$ cat src/rtl/calendar_pkg.sv
// Shared calendar types, constants and helpers for the weekday stepper datapath.
package calendar_pkg;

    typedef enum logic [1:0] {StIdle, StCheck, StRun, StErr} state_e;

    localparam logic [2:0] SUN        = 3'd0;
    localparam logic [2:0] MON        = 3'd1;
    localparam logic [2:0] TUE        = 3'd2;
    localparam logic [2:0] WED        = 3'd3;
    localparam logic [2:0] THU        = 3'd4;
    localparam logic [2:0] FRI        = 3'd5;
    localparam logic [2:0] SAT        = 3'd6;
    localparam logic [2:0] WK_INVALID = 3'd7;

    localparam logic [3:0] JAN = 4'd1;
    localparam logic [3:0] FEB = 4'd2;
    localparam logic [3:0] APR = 4'd4;
    localparam logic [3:0] JUN = 4'd6;
    localparam logic [3:0] SEP = 4'd9;
    localparam logic [3:0] NOV = 4'd11;
    localparam logic [3:0] DEC = 4'd12;

    function automatic logic [4:0] days_in_month(input logic [3:0] mon, input logic leap);
        logic [4:0] d;
        case (mon)
            FEB:                d = leap ? 5'd29 : 5'd28;
            APR, JUN, SEP, NOV: d = 5'd30;
            default:            d = 5'd31;
        endcase
        return d;
    endfunction

    // Both operands are 0..6, so a single conditional subtract is enough.
    function automatic logic [2:0] mod7_add(input logic [2:0] a, input logic [2:0] b);
        logic [3:0] s;
        s = {1'b0, a} + {1'b0, b};
        if (s >= 4'd7) begin
            s = s - 4'd7;
        end
        return s[2:0];
    endfunction

endpackage

$ cat src/rtl/leap_year_check.sv
// Gregorian leap-year flag for a YEAR_W-bit year; divisors are constants.
module leap_year_check #(
    parameter int unsigned YEAR_W = 12
) (
    input  logic [YEAR_W-1:0] year,
    output logic              leap
);

    logic [31:0] year32;
    logic        div4;
    logic        div100;
    logic        div400;

    always_comb begin
        year32 = 32'(year);
        div4   = (year32[1:0] == 2'b00);
        div100 = ((year32 % 32'd100) == 32'd0);
        div400 = ((year32 % 32'd400) == 32'd0);
        leap   = (div4 && !div100) || div400;
    end

endmodule

$ cat src/rtl/week_stepper.sv
// Streams the weekday of a fixed day-of-month over successive months with backpressure.
// Leap-year handling is enabled by defining WEEK_STEPPER_LEAP_EN.
module week_stepper
    import calendar_pkg::*;
#(
    parameter int unsigned STEPS_W = 4,
    parameter int unsigned YEAR_W  = 12
) (
    input  logic               clk,
    input  logic               rst,
    input  logic               start,
    input  logic [4:0]         date_in,
    input  logic [3:0]         mon_in,
    input  logic [YEAR_W-1:0]  year_in,
    input  logic [2:0]         week_in,
    input  logic [STEPS_W-1:0] steps_in,
    output logic               busy,
    output logic               out_valid,
    input  logic               out_ready,
    output logic [3:0]         mon_out,
    output logic [YEAR_W-1:0]  year_out,
    output logic [2:0]         week_out,
    output logic               exists_out,
    output logic               out_last,
    output logic               err,
    output logic               done
);

    state_e             state_q, state_d;
    logic [4:0]         date_q, date_d;
    logic [3:0]         cur_mon_q, cur_mon_d;
    logic [YEAR_W-1:0]  cur_year_q, cur_year_d;
    logic [2:0]         cur_week_q, cur_week_d;
    logic [STEPS_W-1:0] cnt_q, cnt_d;
    logic               busy_q, busy_d;
    logic               out_valid_q, out_valid_d;
    logic               out_last_q, out_last_d;
    logic               err_q, err_d;
    logic               done_q, done_d;
    logic               exists_q, exists_d;
    logic [3:0]         mon_out_q, mon_out_d;
    logic [YEAR_W-1:0]  year_out_q, year_out_d;
    logic [2:0]         week_out_q, week_out_d;

    logic               leap_cur;
    logic               leap_nxt;
    logic [4:0]         cur_days;
    logic [4:0]         offset5;
    logic [3:0]         nxt_mon;
    logic [YEAR_W-1:0]  nxt_year;
    logic [2:0]         nxt_week;
    logic               nxt_exists;
    logic               in_valid;
    logic [STEPS_W-1:0] rem_cnt;

`ifdef WEEK_STEPPER_LEAP_EN
    leap_year_check #(.YEAR_W(YEAR_W)) u_leap_cur (.year(cur_year_q), .leap(leap_cur));
    leap_year_check #(.YEAR_W(YEAR_W)) u_leap_nxt (.year(nxt_year), .leap(leap_nxt));
`else
    assign leap_cur = 1'b0;
    assign leap_nxt = 1'b0;
`endif

    // The current-month registers double as the captured start date during CHECK.
    always_comb begin
        cur_days   = days_in_month(cur_mon_q, leap_cur);
        offset5    = cur_days - 5'd28;
        nxt_week   = mod7_add(cur_week_q, offset5[2:0]);
        nxt_mon    = (cur_mon_q == DEC) ? JAN : cur_mon_q + 4'd1;
        nxt_year   = (cur_mon_q == DEC) ? cur_year_q + YEAR_W'(1) : cur_year_q;
        nxt_exists = (date_q <= days_in_month(nxt_mon, leap_nxt));
        in_valid   = (cur_mon_q != 4'd0) && (cur_mon_q <= DEC) && (cur_week_q != WK_INVALID) &&
                     (date_q != 5'd0) && (date_q <= cur_days);
    end

    always_comb begin
        state_d     = state_q;
        date_d      = date_q;
        cur_mon_d   = cur_mon_q;
        cur_year_d  = cur_year_q;
        cur_week_d  = cur_week_q;
        cnt_d       = cnt_q;
        busy_d      = busy_q;
        out_valid_d = out_valid_q;
        out_last_d  = out_last_q;
        err_d       = 1'b0;
        done_d      = 1'b0;
        exists_d    = exists_q;
        mon_out_d   = mon_out_q;
        year_out_d  = year_out_q;
        week_out_d  = week_out_q;
        rem_cnt     = cnt_q;

        // busy stays up through the done/err pulse cycle so a coinciding start is dropped.
        if (done_q || err_q) begin
            busy_d = 1'b0;
        end

        unique case (state_q)
            StIdle: begin
                if (start && !busy_q) begin
                    date_d     = date_in;
                    cur_mon_d  = mon_in;
                    cur_year_d = year_in;
                    cur_week_d = week_in;
                    cnt_d      = steps_in;
                    busy_d     = 1'b1;
                    state_d    = StCheck;
                end
            end
            StCheck: begin
                if (!in_valid) begin
                    state_d = StErr;
                end else if (cnt_q == '0) begin
                    done_d  = 1'b1;
                    state_d = StIdle;
                end else begin
                    state_d = StRun;
                end
            end
            StRun: begin
                if (!out_valid_q || out_ready) begin
                    if (out_valid_q && (cnt_q == STEPS_W'(1))) begin
                        cnt_d       = '0;
                        out_valid_d = 1'b0;
                        out_last_d  = 1'b0;
                        done_d      = 1'b1;
                        state_d     = StIdle;
                    end else begin
                        rem_cnt     = out_valid_q ? cnt_q - STEPS_W'(1) : cnt_q;
                        cnt_d       = rem_cnt;
                        out_valid_d = 1'b1;
                        out_last_d  = (rem_cnt == STEPS_W'(1));
                        mon_out_d   = nxt_mon;
                        year_out_d  = nxt_year;
                        week_out_d  = nxt_week;
                        exists_d    = nxt_exists;
                        cur_mon_d   = nxt_mon;
                        cur_year_d  = nxt_year;
                        cur_week_d  = nxt_week;
                    end
                end
            end
            StErr: begin
                err_d   = 1'b1;
                state_d = StIdle;
            end
        endcase
    end

    always_ff @(posedge clk) begin
        if (rst) begin
            state_q     <= StIdle;
            date_q      <= '0;
            cur_mon_q   <= '0;
            cur_year_q  <= '0;
            cur_week_q  <= '0;
            cnt_q       <= '0;
            busy_q      <= 1'b0;
            out_valid_q <= 1'b0;
            out_last_q  <= 1'b0;
            err_q       <= 1'b0;
            done_q      <= 1'b0;
            exists_q    <= 1'b0;
            mon_out_q   <= '0;
            year_out_q  <= '0;
            week_out_q  <= WK_INVALID;
        end else begin
            state_q     <= state_d;
            date_q      <= date_d;
            cur_mon_q   <= cur_mon_d;
            cur_year_q  <= cur_year_d;
            cur_week_q  <= cur_week_d;
            cnt_q       <= cnt_d;
            busy_q      <= busy_d;
            out_valid_q <= out_valid_d;
            out_last_q  <= out_last_d;
            err_q       <= err_d;
            done_q      <= done_d;
            exists_q    <= exists_d;
            mon_out_q   <= mon_out_d;
            year_out_q  <= year_out_d;
            week_out_q  <= week_out_d;
        end
    end

    assign busy       = busy_q;
    assign out_valid  = out_valid_q;
    assign out_last   = out_last_q;
    assign err        = err_q;
    assign done       = done_q;
    assign exists_out = exists_q;
    assign mon_out    = mon_out_q;
    assign year_out   = year_out_q;
    assign week_out   = week_out_q;

endmodule

$ cat config.mk
export PLATFORM = sky130hd
export DESIGN_NAME = week_stepper
export DESIGN_NICKNAME = d
export VERILOG_FILES = /design/src/rtl/calendar_pkg.sv /design/src/rtl/leap_year_check.sv /design/src/rtl/week_stepper.sv
export SDC_FILE = /design/constraint.sdc
export NUM_CORES = 1
export LEC_CHECK = 0
export CAP_MARGIN = 10
export CORE_MARGIN = 8
export CORE_UTILIZATION = 54
export DETAILED_ROUTE_END_ITERATION = 12
export GPL_TIMING_DRIVEN = 0
export MAX_ROUTING_LAYER = met4
export PLACE_DENSITY = 0.86
export SETUP_SLACK_MARGIN = 0.05
export SLEW_MARGIN = 20
export SYNTH_ARGS = -nofsm -noshare
export SYNTH_HDL_FRONTEND = slang
export SYNTH_SLANG_ARGS = --single-unit
$ cat constraint.sdc
create_clock -name clk -period 4.4 [get_ports clk]
set_clock_uncertainty 0.2 [all_clocks]
set_input_delay 0.44 -clock clk [delete_from_list [all_inputs] [get_ports clk]]
set_output_delay 0.44 -clock clk [all_outputs]
set_load 0.01 [all_outputs]
==> Implementation_results.wiki <==
{| class="wikitable"
! Metric !! Value
|-
| Number of rows created at floorplan || 29
|-
| Post-CTS Hold Buffers || 0
|-
| Per-instance average area after synthesis || 8.34 sq um
|-
| P_int || 1.46 mW
|-
| Weighted congestion at the end of routability-driven global placement || 0.928
|-
| Detailed Route WL || slightly above 10000 microns
|-
| Starting density of the core || 0.546
|-
| HP Class || reg2reg
|-
| Final #Nets || ~520
|-
| Syn Nets || 461
|-
| Layout cell share with drive strength beyond 1 || 0.0932
|-
| Fraction of the cycle the final worst path needs || 0.858
|-
| Count of unresolved DRC violations after routing || 0
|-
| Area share of the leading cell type in the synthesized netlist || 0.323
|-
| Switching power of the nets || 1.26 mW
|-
| Initial antenna violation count || 0
|-
| Cells taking the most area after synthesis || sky130_fd_sc_hd__dfxtp_1 32%, sky130_fd_sc_hd__ha_1 7.0%, sky130_fd_sc_hd__nor2_1 4.6%
|-
| Post-DRT Antenna Nets || 0
|-
| Half-perimeter wire length after detailed placement || 7570 microns
|-
| Htree depth || 2
|-
| Die Area || 9110 sq um
|-
| GR Util met3 || 0.0465
|-
| Fmax || between 0.2 and 0.3 GHz
|-
| TritonCTS Buffers || 5
|-
| Final routed wire length divided by cell count || 18.3 microns
|-
| Number of pins with negative max-slew slack in the final report || 0
|-
| TritonCTS sink count || 55
|-
| Number of detailed-routing iterations run before antenna repair || 7
|-
| P_leak || between 1 and 1.5 nW
|-
| Number of gates resized after cts || 0
|-
| Signal arrival time at the worst endpoint || 3840 ps
|-
| Number of distinct standard cells referenced by the synthesized netlist || 66
|-
| Number of post-CTS setup repair buffers || 0
|-
| Largest net degree at the start of global routing || 19
|-
| Clk pwr share || 0.110
|-
| Width of the chip || roughly 95 microns
|-
| Via count || 3429
|-
| Worst-Margin Slew || 709 ps
|-
| Commonest cells after routing, fill and taps aside || 55 x sky130_fd_sc_hd__dfxtp_1, 55 x sky130_fd_sc_hd__clkdlybuf4s50_1, 42 x sky130_fd_sc_hd__nor2_1
|-
| Data required time at the worst endpoint || approximately 4500 ps
|-
| Tot GR Track Use || 0.233
|-
| Met2 Resource Use GR || 0.368
|-
| Placeable core region || 6240 sq um
|-
| Fraction of power spent switching nets || 0.464
|-
| Maximum vdd ir drop || 0.367 mV
|-
| Final Core Density || 0.665
|-
| Combinational group share of total power || 0.582
|-
| Kind of capture point of the worst setup path || register
|-
| Top-Level Pins || 57
|-
| Cell type with the highest aggregate area in the netlist || sky130_fd_sc_hd__dfxtp_1
|-
| Max-cap violation count || 0
|-
| Area of the mapped netlist || roughly 3400 sq um
|-
| Setup TNS || 0 ps
|-
| Antenna cells || 0
|-
| Relative area change from synthesis to final layout || 21.7%
|-
| Final setup violation count || 0
|-
| Final Hold Viols || 0
|-
| Fin crit period || 3770 ps
|-
| Async set-or-reset flop fraction in the synthesized netlist || 0
|-
| Post-synthesis sequential area ratio || 0.323
|-
| Bufs on Longest Clock Path || 2
|-
| Critical-path maximum fanout || 10
|-
| Yosys warning count || 0
|-
| Relative contribution of sequential cells to total power || 0.308
|-
| Master cell of the clock root buffer || sky130_fd_sc_hd__clkbuf_8
|-
| Number of synthesized flops with an enable pin || 0
|-
| Buffers added on ports || 55
|-
| Cells after Synth || 409
|-
| Wire length of the first global-routing pass || 16300 microns
|-
| Synthesis-stage register bit count || 55
|-
| Vias in the first global route || 3340
|-
| Result of the run || complete, no violations
|-
| Pwr dens || roughly 660 nW/um^2
|-
| Clock tree from TritonCTS || built
|-
| Global-route track usage on met1 || 0.285
|-
| Setup repair after global routing missed its margin || false
|-
| Clk Latency, worst-skew pair || roughly 320 ps
|-
| Detailed-route vias per instance || approximately 6.2
|-
| DIE HEIGHT || 95.5 microns
|-
| Worst slew margin || 0.527
|-
| Iteration-0 DRC Markers || around 370
|-
| Aggregate global routing overflow || 0
|-
| Flip-flop cell with the highest count after synthesis || sky130_fd_sc_hd__dfxtp_1
|-
| Type of origin of the critical path || register
|-
| Clock slew at reported path FFs || between 100 and 150 ps
|-
| Type of the worst setup path || reg2reg
|-
| Gr busiest metal || met2
|}
==> power by group through the flow <==
stage | logic (mW) | clock network (mW) | registers (mW)
after detailed placement | 1.56 | 0 | 0.844
after floorplan | 1.09 | 0 | 0.833
after CTS | 1.56 | 0.302 | 0.832
after global placement | 1.50 | 0 | 0.835
final | 1.59 | 0.299 | 0.839
after global routing | 1.74 | 0.325 | 0.861
==> worst max-delay path, cell delays in order (launching register included) <==
cell	delay (ps)
sky130_fd_sc_hd__dfxtp_1	520
sky130_fd_sc_hd__inv_1	110
sky130_fd_sc_hd__ha_1	220
sky130_fd_sc_hd__buf_6	150
sky130_fd_sc_hd__a21oi_1	150
sky130_fd_sc_hd__nor2_1	50
sky130_fd_sc_hd__a21oi_1	210
sky130_fd_sc_hd__ha_1	240
sky130_fd_sc_hd__inv_1	70
sky130_fd_sc_hd__fa_1	490
sky130_fd_sc_hd__inv_1	70
sky130_fd_sc_hd__ha_1	240
sky130_fd_sc_hd__a221oi_1	270
sky130_fd_sc_hd__mux2_2	270
sky130_fd_sc_hd__mux2i_1	240
sky130_fd_sc_hd__o221a_2	210
==> metrics by stage <==
stage	power, mW	setup slack (ps)	hold WS [ps]	area (sq um)	std cells
finish	2.73	627	258	4150	549
detailed placement	2.40	683	245	4060	541
floorplan	1.92	1110	244	3410	409
global route	2.93	374	286	4150	549
CTS	2.70	660	259	4150	549
global placement	2.34	874	243	4060	541
==> state kept, by name, summed over array words and instances (netlist names) <==
register    flops
err             1
done            1
week_out        3
cur_mon_q       4
out_last        1
year_out       12
mon_out         4
state_q         2
out_valid       1
cur_week_q      3
date_q          5
cnt_q           4
cur_year_q     12
exists_out      1
busy            1
==> cell type report <==
type | count | area [sq um]
sequential | 55 | 1100
clock buffer | 5 | 68.8
inverter | 18 | 67.6
timing repair buffer | 55 | 551
multi-input combinational | 306 | 2070
tap | 77 | 96.3
buffer | 30 | 168
fill | 564 | 2090
clock inverter | 3 | 22.5
==> Yosys cell counts, drive strengths merged, types with 2 or more instances <==
master / instances
o21a: 3
nand3: 15
a2111o: 2
o221ai: 2
o211ai: 3
o31a: 2
o221a: 5
nand4: 7
nor4bb: 2
a211oi: 20
a311oi: 2
nor3: 13
nand3b: 2
o32ai: 5
nor4b: 4
nor2: 43
o41ai: 2
a221oi: 4
mux2i: 6
ha: 19
xnor2: 8
o2111ai: 4
dfxtp: 55
a21oi: 28
or4: 4
xor2: 5
a211o: 2
nand2: 33
o311ai: 3
o21ai: 16
clkbuf: 8
nand2b: 7
buf: 21
o31ai: 5
nor2b: 7
a311o: 2
nor4: 7
inv: 17
==> per-layer routing <==
metal	routed length (microns)	vias to the layer above
met5	0	-
met4	268	0
met3	660	21
met2	4720	142
met1	4420	1626
li1	-	1640
==> kinds of logic after synthesis <==
kind of cell / share of synthesized area
buffers and inverters: 0.0690
AND/OR/NAND/NOR: 0.229
adder cells (fa/ha/maj): 0.0756
multiplexers: 0.0209
flip-flops: 0.323
AO/OA/AOI/OAI: 0.249
XOR/XNOR: 0.0334
==> worst paths after layout <==
| check | from | endpoint | slack [ps] | depth (start not counted) |
|---|---|---|---|---|
| worst max register to register | cur_mon_q[0] | cur_week_q[1] | 630 | 15 |
| worst max-delay path | cur_mon_q[0] | cur_week_q[1] | 630 | 15 |
| worst min register to register | mon_out[1] | mon_out[1] | 260 | 2 |
| worst min-delay path | mon_out[1] | mon_out[1] | 260 | 2 |
Note: power is estimated with default switching activity, not from simulation.
